==> src/rtl/jogador_pkg.sv <==
// Shared types for the autonomous memory-game player.
// Latency: n/a (types and pure functions only).
// Backpressure: n/a.
package jogador_pkg;

    typedef enum logic [2:0] {
        OCIOSO  = 3'd0,
        INICIA  = 3'd1,
        CAPTURA = 3'd2,
        PRESS   = 3'd3,
        GAP     = 3'd4,
        FIM     = 3'd5
    } estado_t;

    function automatic logic eh_one_hot(input logic [3:0] v);
        return (v != 4'd0) && ((v & (v - 4'd1)) == 4'd0);
    endfunction

    function automatic int max3(input int a, input int b, input int c);
        int m;
        m = (a > b) ? a : b;
        return (m > c) ? m : c;
    endfunction

endpackage

==> src/rtl/jogador_automatico_if.sv <==
// leds->botoes link between jogo_desafio_memoria (master) and the player (slave).
// Latency: wires only.
// Backpressure: none; the game paces the exchange through display timing.
interface jogador_automatico_if;
    logic [3:0] leds;
    logic       ganhou;
    logic       perdeu;
    logic       timeout;
    logic       jogar;
    logic [3:0] botoes;

    modport master (output leds, ganhou, perdeu, timeout, input jogar, botoes);
    modport slave  (input leds, ganhou, perdeu, timeout, output jogar, botoes);
endinterface

==> src/rtl/fila_jogadas.sv <==
// Sequence buffer: MAX_JOGADAS x 4b register file, one write port, one combinational read.
// Latency: write visible on the read port the cycle after the write edge.
// Backpressure: none; the caller guards against overflow.
module fila_jogadas #(
    parameter int MAX_JOGADAS = 16,
    parameter int PTR_W       = $clog2(MAX_JOGADAS)
) (
    input  logic             clock,
    input  logic             reset,
    input  logic             clr,
    input  logic             we,
    input  logic [PTR_W-1:0] wr_ptr,
    input  logic [3:0]       wr_dat,
    input  logic [PTR_W-1:0] rd_ptr,
    output logic [3:0]       rd_dat
);

    logic [3:0] mem [MAX_JOGADAS];

    always_ff @(posedge clock) begin
        if (!reset || clr) begin
            for (int i = 0; i < MAX_JOGADAS; i++) begin
                mem[i] <= 4'd0;
            end
        end else if (we) begin
            mem[wr_ptr] <= wr_dat;
        end
    end

    assign rd_dat = mem[rd_ptr];

endmodule

==> src/rtl/jogador_automatico.sv <==
// Autonomous player: captures the game's led sequence, then replays it on botoes.
// Latency: all outputs registered; a press starts the edge after SILENCIO_CICLOS blank samples.
// Backpressure: none; end-of-game or habilitar low aborts any phase on the next edge.
module jogador_automatico
    import jogador_pkg::*;
#(
    parameter int MAX_JOGADAS     = 16,
    parameter int SILENCIO_CICLOS = 300,
    parameter int PRESS_CICLOS    = 50,
    parameter int GAP_CICLOS      = 50
) (
    input  logic                  clock,
    input  logic                  reset,
    input  logic                  habilitar,
    input  logic                  errar,
    jogador_automatico_if.slave   jogo,
    output logic                  ocupado,
    output logic [4:0]            n_capturadas,
    output logic                  erro_captura
);

    localparam int PTR_W = $clog2(MAX_JOGADAS);
    localparam int CNT_W = $clog2(max3(PRESS_CICLOS, GAP_CICLOS, SILENCIO_CICLOS));

    localparam logic [CNT_W-1:0] SIL_FIM   = CNT_W'(SILENCIO_CICLOS - 1);
    localparam logic [CNT_W-1:0] PRESS_FIM = CNT_W'(PRESS_CICLOS - 1);
    localparam logic [CNT_W-1:0] GAP_FIM   = CNT_W'(GAP_CICLOS - 1);
    localparam logic [4:0]       N_MAX     = 5'(MAX_JOGADAS);

    estado_t          estado, estado_nxt;
    logic [CNT_W-1:0] cnt, cnt_nxt;
    logic [PTR_W-1:0] wr_ptr, wr_ptr_nxt;
    logic [PTR_W-1:0] rd_ptr, rd_ptr_nxt;
    logic [4:0]       n_cnt, n_nxt;
    logic             erro_q, erro_nxt;
    logic [3:0]       leds_ant;
    logic             jogar_q;
    logic [3:0]       botoes_q, botoes_nxt;
    logic             ocupado_q;

    logic             fila_we, fila_clr;
    logic [3:0]       fila_rd_dat;
    logic             fim_jogo, captura_evt;
    logic             ultima;
    logic [3:0]       press_val;

    fila_jogadas #(
        .MAX_JOGADAS (MAX_JOGADAS),
        .PTR_W       (PTR_W)
    ) u_fila (
        .clock  (clock),
        .reset  (reset),
        .clr    (fila_clr),
        .we     (fila_we),
        .wr_ptr (wr_ptr),
        .wr_dat (jogo.leds),
        .rd_ptr (rd_ptr_nxt),
        .rd_dat (fila_rd_dat)
    );

    assign fim_jogo    = jogo.ganhou | jogo.perdeu | jogo.timeout;
    assign captura_evt = (jogo.leds != 4'd0) && (leds_ant == 4'd0);

    always_comb begin
        estado_nxt = estado;
        cnt_nxt    = cnt;
        wr_ptr_nxt = wr_ptr;
        rd_ptr_nxt = rd_ptr;
        n_nxt      = n_cnt;
        erro_nxt   = erro_q;
        fila_we    = 1'b0;
        fila_clr   = 1'b0;
        case (estado)
            OCIOSO: begin
                if (habilitar) begin
                    estado_nxt = INICIA;
                    cnt_nxt    = '0;
                    wr_ptr_nxt = '0;
                    n_nxt      = '0;
                    erro_nxt   = 1'b0;
                    fila_clr   = 1'b1;
                end
            end
            INICIA: begin
                if (fim_jogo)              estado_nxt = FIM;
                else if (!habilitar)       estado_nxt = OCIOSO;
                else if (cnt == CNT_W'(1)) begin
                    estado_nxt = CAPTURA;
                    cnt_nxt    = '0;
                end else                   cnt_nxt = cnt + CNT_W'(1);
            end
            CAPTURA: begin
                if (fim_jogo)             estado_nxt = FIM;
                else if (!habilitar)      estado_nxt = OCIOSO;
                else if (captura_evt) begin
                    cnt_nxt = '0;
                    if (!eh_one_hot(jogo.leds) || n_cnt == N_MAX) begin
                        erro_nxt   = 1'b1;
                        estado_nxt = FIM;
                    end else begin
                        fila_we    = 1'b1;
                        wr_ptr_nxt = wr_ptr + PTR_W'(1);
                        n_nxt      = n_cnt + 5'd1;
                    end
                end else if (jogo.leds != 4'd0) begin
                    cnt_nxt = '0;
                end else if (cnt == SIL_FIM) begin
                    // Saturate silently until something has been captured.
                    if (n_cnt != 5'd0) begin
                        estado_nxt = PRESS;
                        rd_ptr_nxt = '0;
                        cnt_nxt    = '0;
                    end
                end else begin
                    cnt_nxt = cnt + CNT_W'(1);
                end
            end
            PRESS: begin
                if (fim_jogo)              estado_nxt = FIM;
                else if (!habilitar)       estado_nxt = OCIOSO;
                else if (cnt == PRESS_FIM) begin
                    estado_nxt = GAP;
                    cnt_nxt    = '0;
                end else                   cnt_nxt = cnt + CNT_W'(1);
            end
            GAP: begin
                if (fim_jogo)            estado_nxt = FIM;
                else if (!habilitar)     estado_nxt = OCIOSO;
                else if (cnt == GAP_FIM) begin
                    cnt_nxt = '0;
                    if ((5'(rd_ptr) + 5'd1) == n_cnt) begin
                        estado_nxt = CAPTURA;
                        wr_ptr_nxt = '0;
                        n_nxt      = '0;
                        fila_clr   = 1'b1;
                    end else begin
                        estado_nxt = PRESS;
                        rd_ptr_nxt = rd_ptr + PTR_W'(1);
                    end
                end else                 cnt_nxt = cnt + CNT_W'(1);
            end
            FIM: begin
                if (!habilitar) estado_nxt = OCIOSO;
            end
            default: estado_nxt = OCIOSO;
        endcase
    end

    // The press value is latched once, on entry to PRESS, so errar only matters then.
    always_comb begin
        press_val  = fila_rd_dat;
        ultima     = (5'(rd_ptr_nxt) + 5'd1) == n_cnt;
        botoes_nxt = 4'd0;
        if (estado_nxt == PRESS) begin
            if (estado != PRESS)
                botoes_nxt = (errar && ultima) ? {press_val[2:0], press_val[3]} : press_val;
            else
                botoes_nxt = botoes_q;
        end
    end

    always_ff @(posedge clock) begin
        if (!reset) begin
            estado    <= OCIOSO;
            cnt       <= '0;
            wr_ptr    <= '0;
            rd_ptr    <= '0;
            n_cnt     <= '0;
            erro_q    <= 1'b0;
            leds_ant  <= 4'd0;
            jogar_q   <= 1'b0;
            botoes_q  <= 4'd0;
            ocupado_q <= 1'b0;
        end else begin
            estado    <= estado_nxt;
            cnt       <= cnt_nxt;
            wr_ptr    <= wr_ptr_nxt;
            rd_ptr    <= rd_ptr_nxt;
            n_cnt     <= n_nxt;
            erro_q    <= erro_nxt;
            leds_ant  <= jogo.leds;
            jogar_q   <= (estado_nxt == INICIA);
            botoes_q  <= botoes_nxt;
            ocupado_q <= (estado_nxt != OCIOSO) && (estado_nxt != FIM);
        end
    end

    assign jogo.jogar   = jogar_q;
    assign jogo.botoes  = botoes_q;
    assign ocupado      = ocupado_q;
    assign n_capturadas = n_cnt;
    assign erro_captura = erro_q;

endmodule

==> src/flat_wrapper.sv <==
// flat-port wrapper written by rule: the top's interface ports become plain ports
module jogador_automatico_flat import jogador_pkg::*;
#(
    parameter int MAX_JOGADAS     = 16,
    parameter int SILENCIO_CICLOS = 300,
    parameter int PRESS_CICLOS    = 50,
    parameter int GAP_CICLOS      = 50
)
  (clock, reset, habilitar, errar, ocupado, n_capturadas, erro_captura, jogo_leds, jogo_ganhou, jogo_perdeu, jogo_timeout, jogo_jogar, jogo_botoes);
  jogador_automatico_if jogo_i ();
  input  logic clock;
  input  logic reset;
  input  logic habilitar;
  input  logic errar;
  output logic ocupado;
  output logic [4:0] n_capturadas;
  output logic erro_captura;
  input wire logic [$bits(jogo_i.leds)-1:0] jogo_leds;
  input wire logic [$bits(jogo_i.ganhou)-1:0] jogo_ganhou;
  input wire logic [$bits(jogo_i.perdeu)-1:0] jogo_perdeu;
  input wire logic [$bits(jogo_i.timeout)-1:0] jogo_timeout;
  output wire logic [$bits(jogo_i.jogar)-1:0] jogo_jogar;
  output wire logic [$bits(jogo_i.botoes)-1:0] jogo_botoes;
  assign jogo_i.leds = jogo_leds;
  assign jogo_i.ganhou = jogo_ganhou;
  assign jogo_i.perdeu = jogo_perdeu;
  assign jogo_i.timeout = jogo_timeout;
  assign jogo_jogar = jogo_i.jogar;
  assign jogo_botoes = jogo_i.botoes;
  jogador_automatico #(.MAX_JOGADAS(MAX_JOGADAS), .SILENCIO_CICLOS(SILENCIO_CICLOS), .PRESS_CICLOS(PRESS_CICLOS), .GAP_CICLOS(GAP_CICLOS)) u_core (.clock(clock), .reset(reset), .habilitar(habilitar), .errar(errar), .jogo(jogo_i), .ocupado(ocupado), .n_capturadas(n_capturadas), .erro_captura(erro_captura));
endmodule
==> config.mk <==
export PLATFORM = sky130hd
export DESIGN_NAME = jogador_automatico_flat
export DESIGN_NICKNAME = d
export VERILOG_FILES = /design/src/rtl/jogador_pkg.sv /design/src/rtl/jogador_automatico_if.sv /design/src/rtl/fila_jogadas.sv /design/src/rtl/jogador_automatico.sv /design/src/flat_wrapper.sv
export SDC_FILE = /design/constraint.sdc
export NUM_CORES = 1
export LEC_CHECK = 0
export BUFFER_PORTS_ARGS = -buffer_cell sky130_fd_sc_hd__buf_2
export CAP_MARGIN = 20
export CORE_MARGIN = 2
export CORE_UTILIZATION = 30
export CTS_CLUSTER_DIAMETER = 50
export DETAILED_ROUTE_END_ITERATION = 7
export PLACE_DENSITY = 0.48
export SLEW_MARGIN = 20
export SYNTH_ARGS = -nofsm -noshare
export SYNTH_HDL_FRONTEND = slang
export SYNTH_SLANG_ARGS = --single-unit
==> constraint.sdc <==
create_clock -name clock -period 5 [get_ports clock]
set_clock_uncertainty 0.2 [all_clocks]
set_input_delay 1.25 -clock clock [delete_from_list [all_inputs] [get_ports clock]]
set_output_delay 1.25 -clock clock [all_outputs]
set_load 0.02 [all_outputs]
Word-level counts from Yosys, hierarchy flattened
Memories as Yosys holds them, arrays and structs flattened.
Index checks and enable logic that the tools add are counted.
Storage, ports and cells
  input bits: 11
  bits in registers: 36
  memory bits (writable): 64
  output and inout port bits: 12
  memories: 1
Cells by class
  multiplexer cells: 91
  reductions and logical operators: 23
  add/subtract/negate cells: 7
  bitwise operators: 3
  equal/unequal tests: 30
Memory list
  u_core.u_fila.mem: depth 16, bits a word 4, read ports 1, clocked after memory_dff 0, wr ports 16, RTL line fila_jogadas.sv:18  | logic [3:0] mem [MAX_JOGADAS];
Operator list (number)
  $mux 9: 13
  $mux 4: 22
  $mux 3: 18
  $mux 5: 9
  $pmux 9 s4: 1
  $mux 1: 22
  $ne 2x2->1 const B: 9
  $pmux 3 s6: 1
  $pmux 5 s3: 1
  $pmux 4 s3: 1
  $add 4x1->5 const B: 2
  $eq 5x5->1: 2
  $ne 2x1->1 const B: 5
  $reduce_and 10->1: 1
  $add 9x1->9 const B: 1
  $eq 3x2->1 const B: 3
  $eq 9x1->1 const B: 1
  $eq 9x6->1 const B: 1
  $eq 9x9->1 const B: 1
  $reduce_and 9->1: 1
  $add 4x1->4 const B: 2
  $logic_not 4->1: 2
  $pmux 4 s2: 1
  $reduce_bool 4->1: 2
  other kinds (22): 32

Longest topological paths before layout
  word-level depth: 16
  depth in mapped cells: 18

Modules after synthesis
Synthesis repeated with hierarchy kept, for this count alone.
Unflattened totals
  cell total of the unflattened synthesis: 516
  area, all modules: 5386.4 um^2
By module, submodules not included
  fila_jogadas: cells each 223, seq. area each 1921.8 um^2, area each 2987.9 um^2, instances 1
  jogador_automatico: cells each 293, seq. area each 720.7 um^2, area each 2398.6 um^2, instances 1

Worst setup path after synthesis
No wires, ideal clock.
  path type: input to register
  start: input jogo_perdeu
  end: register u_core.botoes_q[1], in the netlist u_core.jogo.botoes[1]
  stages on the path: 15
  required time: 4.678 ns
  setup time: 0.122 ns
  arrival time: 3.981 ns
  slack: 0.697 ns
  cells stage by stage: nor3_1 > buf_2 > and3_1 > a21oi_1 > a32o_2 > a31oi_4 > buf_6 > buf_2 > inv_1 > ha_1 > nor4b_1 > a41oi_1 > a31oi_1 > a21oi_1 > a221o_1
Between the ends
  longest elaborated chain between the ends: 8
Ends and longest elaborated chain
  from (decl): RTL line flat_wrapper.sv:20  | input wire logic [$bits(jogo_i.perdeu)-1:0] jogo_perdeu;
  $or 1x1->1 * (2 in series): RTL line jogador_automatico.sv:61  | assign fim_jogo = jogo.ganhou | jogo.perdeu | jogo.timeout;
  $mux 4 (on tied branches): RTL line jogador_automatico.sv:127, jogador_automatico.sv:93
  $pmux 4 s2 *: RTL line jogador_automatico.sv:73  | case (estado)
  named net u_core.rd_ptr_nxt[0]: RTL line jogador_automatico.sv:33  | logic [PTR_W-1:0] rd_ptr, rd_ptr_nxt;
  $add 4x1->5: RTL line jogador_automatico.sv:152  | ultima = (5'(rd_ptr_nxt) + 5'd1) == n_cnt;
  $eq 5x5->1: RTL line jogador_automatico.sv:152
  $logic_and 1x1->1: RTL line jogador_automatico.sv:156  | botoes_nxt = (errar && ultima) ? {press_val[2:0], press_val[3]} : press_val;
  $mux 4 *: RTL line jogador_automatico.sv:156
  to (signal assigned): RTL line jogador_automatico.sv:183  | botoes_q <= botoes_nxt;
  to (decl): RTL line jogador_automatico.sv:38  | logic [3:0] botoes_q, botoes_nxt;
The timed path passes the listed nets; every way through them passes the cells marked *.
A chain may end at the register's enable or synchronous reset.

Worst setup path in the final report
  start: input jogo_leds[0]
  end: register u_core.botoes_q[2], in the netlist u_core.jogo.botoes[2]
RTL lines
  from (decl): RTL line flat_wrapper.sv:18  | input wire logic [$bits(jogo_i.leds)-1:0] jogo_leds;
  $reduce_bool 4->1 *: RTL line jogador_automatico.sv:62, jogador_automatico.sv:105
  $mux 4 / $logic_and 1x1->1 (equally long branches): RTL line jogador_automatico.sv:105, jogador_automatico.sv:62
  $mux 4 *: RTL line jogador_automatico.sv:95  | else if (captura_evt) begin
  $mux 4 *: RTL line jogador_automatico.sv:94  | else if (!habilitar) estado_nxt = OCIOSO;
  $mux 4 *: RTL line jogador_automatico.sv:93  | if (fim_jogo) estado_nxt = FIM;
  $pmux 4 s2 *: RTL line jogador_automatico.sv:73
  named net u_core.rd_ptr_nxt[0]: RTL line jogador_automatico.sv:33
  $add 4x1->5: RTL line jogador_automatico.sv:152
  $eq 5x5->1: RTL line jogador_automatico.sv:152
  $logic_and 1x1->1: RTL line jogador_automatico.sv:156
  $mux 4 *: RTL line jogador_automatico.sv:156
Marked as above.

==> metrics.md <==
| Metric | Value |
|---|---|
| # hold bufs at CTS | 0 |
| First-pass GRT wire length | roughly 23 mm |
| Xor and xnor fraction of the mapped netlist area | 0.0203 |
| Post-synth EDFFs | 64 |
| Worst skew pair latency | about 0.35 ns |
| Worst Path Arrival | about 4.4 ns |
| Multiplexer area fraction after synthesis | 0.0559 |
| Layout cell share with drive strength beyond 1 | 0.121 |
| Buf/Inv on CP | 3 |
| Post-detailed-route count of antenna-violating nets | 0 |
| DR WL/cell | 17.4 um |
| Post-Syn Area | about 0.0056 sq mm |
| Hold path startpoint | u_core.jogo.botoes[0] |
| Reg-to-reg endpoint | u_core.jogo.botoes[2] |
| Post-Syn Nets | a little under 600 |
| Status | completed |
| Final Util | 0.335 |
| Synth warn | 0 |
| Post-cts sizing count | 0 |
| Simple-gate share of the synthesized area | 0.258 |
| Vias in the first global route | ~4100 |
| Vias/cell | approximately 5.2 |
| Clk Tree Root Cell | clkbuf_16 |
| Worst Max-Slew Pin Slew | between 0.8 and 0.9 ns |
| Reg2Reg Setup Slack | roughly 0.92 ns |
| Core outline area | between 0.015 and 0.02 sq mm |
| Tightest Hold Check Type | reg -> reg |
| Tcrit/Tclk final | 0.875 |
| H-tree level count | 3 |
| Switching share of power | 0.252 |
| Synth Flop Type | edfxtp_1 |
| Endpoint, Worst Hold | u_core.jogo.botoes[0] |
| Routed WL | about 14 mm |
| Die Span Y | around 140 um |
| Kind of cell adding the most delay to the critical path | compound AO/OA/AOI/OAI gates |
| Adder-cell area share of the yosys netlist | 0.0241 |
| Synth top area share | 0.342 |
| Synth Area in Compound Gates | 0.129 |
| R2R Path Start | u_core.cnt[0] |
| ANT cells | 0 |
| RePlAce Congestion | around 0.83 |
| P_leak | around 2.4 nW |
| Commonest non-fill, non-tap cell in the layout | and2_1 |
| Worst ir drop on vdd | ~0.12 mV |
| TritonCTS clock tree | built |
| DRT iter0 DRCs | around 350 |
| #FFs+latches synth | 100 |
| Starting density of the core | 0.303 |
| Gr usage total | 0.147 |
| Final hold violation count | 0 |
| Crit path max fanout | 40 |
| Critical Path Max Stage Delay | roughly 0.4 ns |
| Final worst path period need | around 4.4 ns |
| # port buffers | 22 |
| Mapped Cells | 560 |
| Endpoints failing setup | 0 |
| # IOs | 23 |
| Die width | 141 um |
| PD cells | about 300 mW/mm^2 |
| DR pass1 iterations | 4 |
| DRC | 0 |
| CP most frequent cell | a21oi_1 |
| Worst setup path category | in -> reg |
| Total grt overflow | 0 |
| Setup WS pre-CTS | approximately 0.26 ns |
| Max-slew headroom | 0.421 |
| CTS clk-pin slew, worst paths | around 0.06 ns |
| Most frequent cells in the layout | 77 x and2_1, 64 x edfxtp_1, 50 x nor2_1 |
| Die area | between 0.015 and 0.02 sq mm |
| Flop pwr share | 0.519 |
| Initial antenna violation count | 0 |
| CP cell instances | buf_2 > nor4_1 > and4b_1 > a21oi_1 > a32o_2 > a31oi_4 > buf_12 > inv_1 > ha_1 > nor4b_1 > a41oi_1 > a31oi_1 > a21oi_1 > a221o_1 |
| Worst path slowest cell | nor4_1 |
| Fmax | 0.229 GHz |
| Final worst setup slack | between 0.6 and 0.7 ns |
| CTS Buf Count | 9 |
| Max Transition Viols Final | 0 |
| Setup TNS | 0 ns |
| Clock share of power | 0.377 |
| Largest cells by area after synthesis | edfxtp_1 34%, dfxtp_1 13%, and2_1 8.6% |
| Hold slack | 0.264 ns |
| Library cells used by synthesis | 80 |
| RSZ-0062 raised after global routing | no |
| Hpwl dp | between 10 and 15 mm |
| Syn_area_per_cell | 10.0 sq um |
| Seq/Total Area, Yosys | 0.471 |
| Largest net degree at the start of global routing | 41 |
| Asr flop ratio synth | 0 |
| Critical Path End Type | flip-flop |
| Sw Pwr | 0.000468 W |
| Largest family of logic cells by synthesized area | simple AND/OR/NAND/NOR gates |
| Area delta synth->final | 10.5% |
| Hold path cells | 2 |
| Critical Path Stages | 14 |
| MaxCap Viol Count | 0 |
| Synth area leader | edfxtp_1 |
| Startpoint types | primary input |
| Via count | between 4000 and 5000 |
| # rows | 50 |
| Worst-case clock buffer depth | 2 |
| Comb power frac | 0.104 |
| Nets@finish | roughly 590 |
| P_int | 0.00139 W |
| Setup Buffers After CTS | 0 |
| R2R depth | 14 |
| Clk sinks | 100 |
| Required @ worst endpoint | 5.04 ns |
==> tightest hold or removal path, stage by stage, from the launching register on <==
cell     delay (ns)
dfxtp_1        0.31
inv_1          0.05
o21ai_1        0.06
==> logic make-up after synthesis <==
group | after synthesis
compound gates | 107
simple gates | 249
fa+ha+maj | 11
xor+xnor | 13
mux | 31
flops | 100
buf+inv | 49
==> cell usage after synthesis, types with 3 or more instances <==
master and instances:
and2_1 77, edfxtp_1 64, nor2_1 50, dfxtp_1 36, mux2i_1 28, nand2_1 25, o21ai_0 25, a21oi_1 20
clkbuf_1 19, nand3_1 15, o22ai_1 13, inv_1 12, ha_1 10, nor3_1 10, buf_4 9, xnor2_1 9
nand2b_1 8, nor2b_1 8, nand4_1 7, a2111oi_0 6, or3_1 6, a211oi_1 5, buf_2 5, o21ai_1 5
or4_1 5, nor4_1 4, xor2_1 4, a22oi_1 3, a31oi_1 3, a41oi_1 3, and3_1 3, mux2_2 3
nor4bb_1 3, or3b_2 3
==> flip-flops by register name (all words and copies together), names as in the netlist <==
name / flops
u_core.cnt: 9
u_core.erro_captura: 1
u_core.estado: 3
u_core.jogo.botoes: 4
u_core.jogo.jogar: 1
u_core.leds_ant: 4
u_core.n_capturadas: 5
u_core.ocupado: 1
u_core.rd_ptr: 4
u_core.u_fila.mem: 64
u_core.wr_ptr: 4
==> power groups by stage <==
stage               Sequential, W  Combinational, W  Clock [W]
floorplan                0.000971          0.000137          0
global placement         0.000984          0.000193          0
detailed placement       0.000983          0.000194          0
CTS                      0.000965          0.000195   0.000719
global route             0.000971          0.000216   0.000748
finish                   0.000964          0.000193   0.000699
==> through the flow <==
step	power, W	instance area [sq um]	instances
2_1_floorplan	0.00111	5610	560
3_3_place_gp	0.00118	5910	790
3_5_place_dp	0.00118	5910	790
4_1_cts	0.00188	6210	806
5_1_grt	0.00193	6210	806
6_report	0.00186	6210	806
==> final cells by class <==
type                    instances  area, sq um
clock inverters                 7         67.6
clock buffers                   9          225
flip-flops and latches        100         2640
repair buffers                 32          198
multi-input cells             411         2730
inverters                      13         48.8
well taps                     234          293
fillers                      1881        12300
==> how the worst max path moves through the flow <==
| stage | from | endpoint | slack, ns |
|---|---|---|---|
| 2_1_floorplan | jogo_perdeu | u_core.jogo.botoes[1] | 0.70 |
| 3_3_place_gp | jogo_leds[0] | u_core.jogo.botoes[2] | 0.36 |
| 3_5_place_dp | jogo_leds[0] | u_core.jogo.botoes[2] | 0.26 |
| 4_1_cts | jogo_leds[0] | u_core.jogo.botoes[2] | 0.64 |
| 6_report | jogo_leds[0] | u_core.jogo.botoes[2] | 0.62 |
| 5_1_grt | jogo_leds[0] | u_core.jogo.botoes[2] | 0.32 |
==> layer usage <==
metal  vias to the layer above  routed length [um]  global-route usage
li1                       2070                   -                   -
met1                      2034                6830               0.203
met2                        82                6390               0.233
met3                        20                 461              0.0173
met4                         0                 323              0.0632
met5                         -                   0                   0
Note: power is estimated with default switching activity, not from simulation.
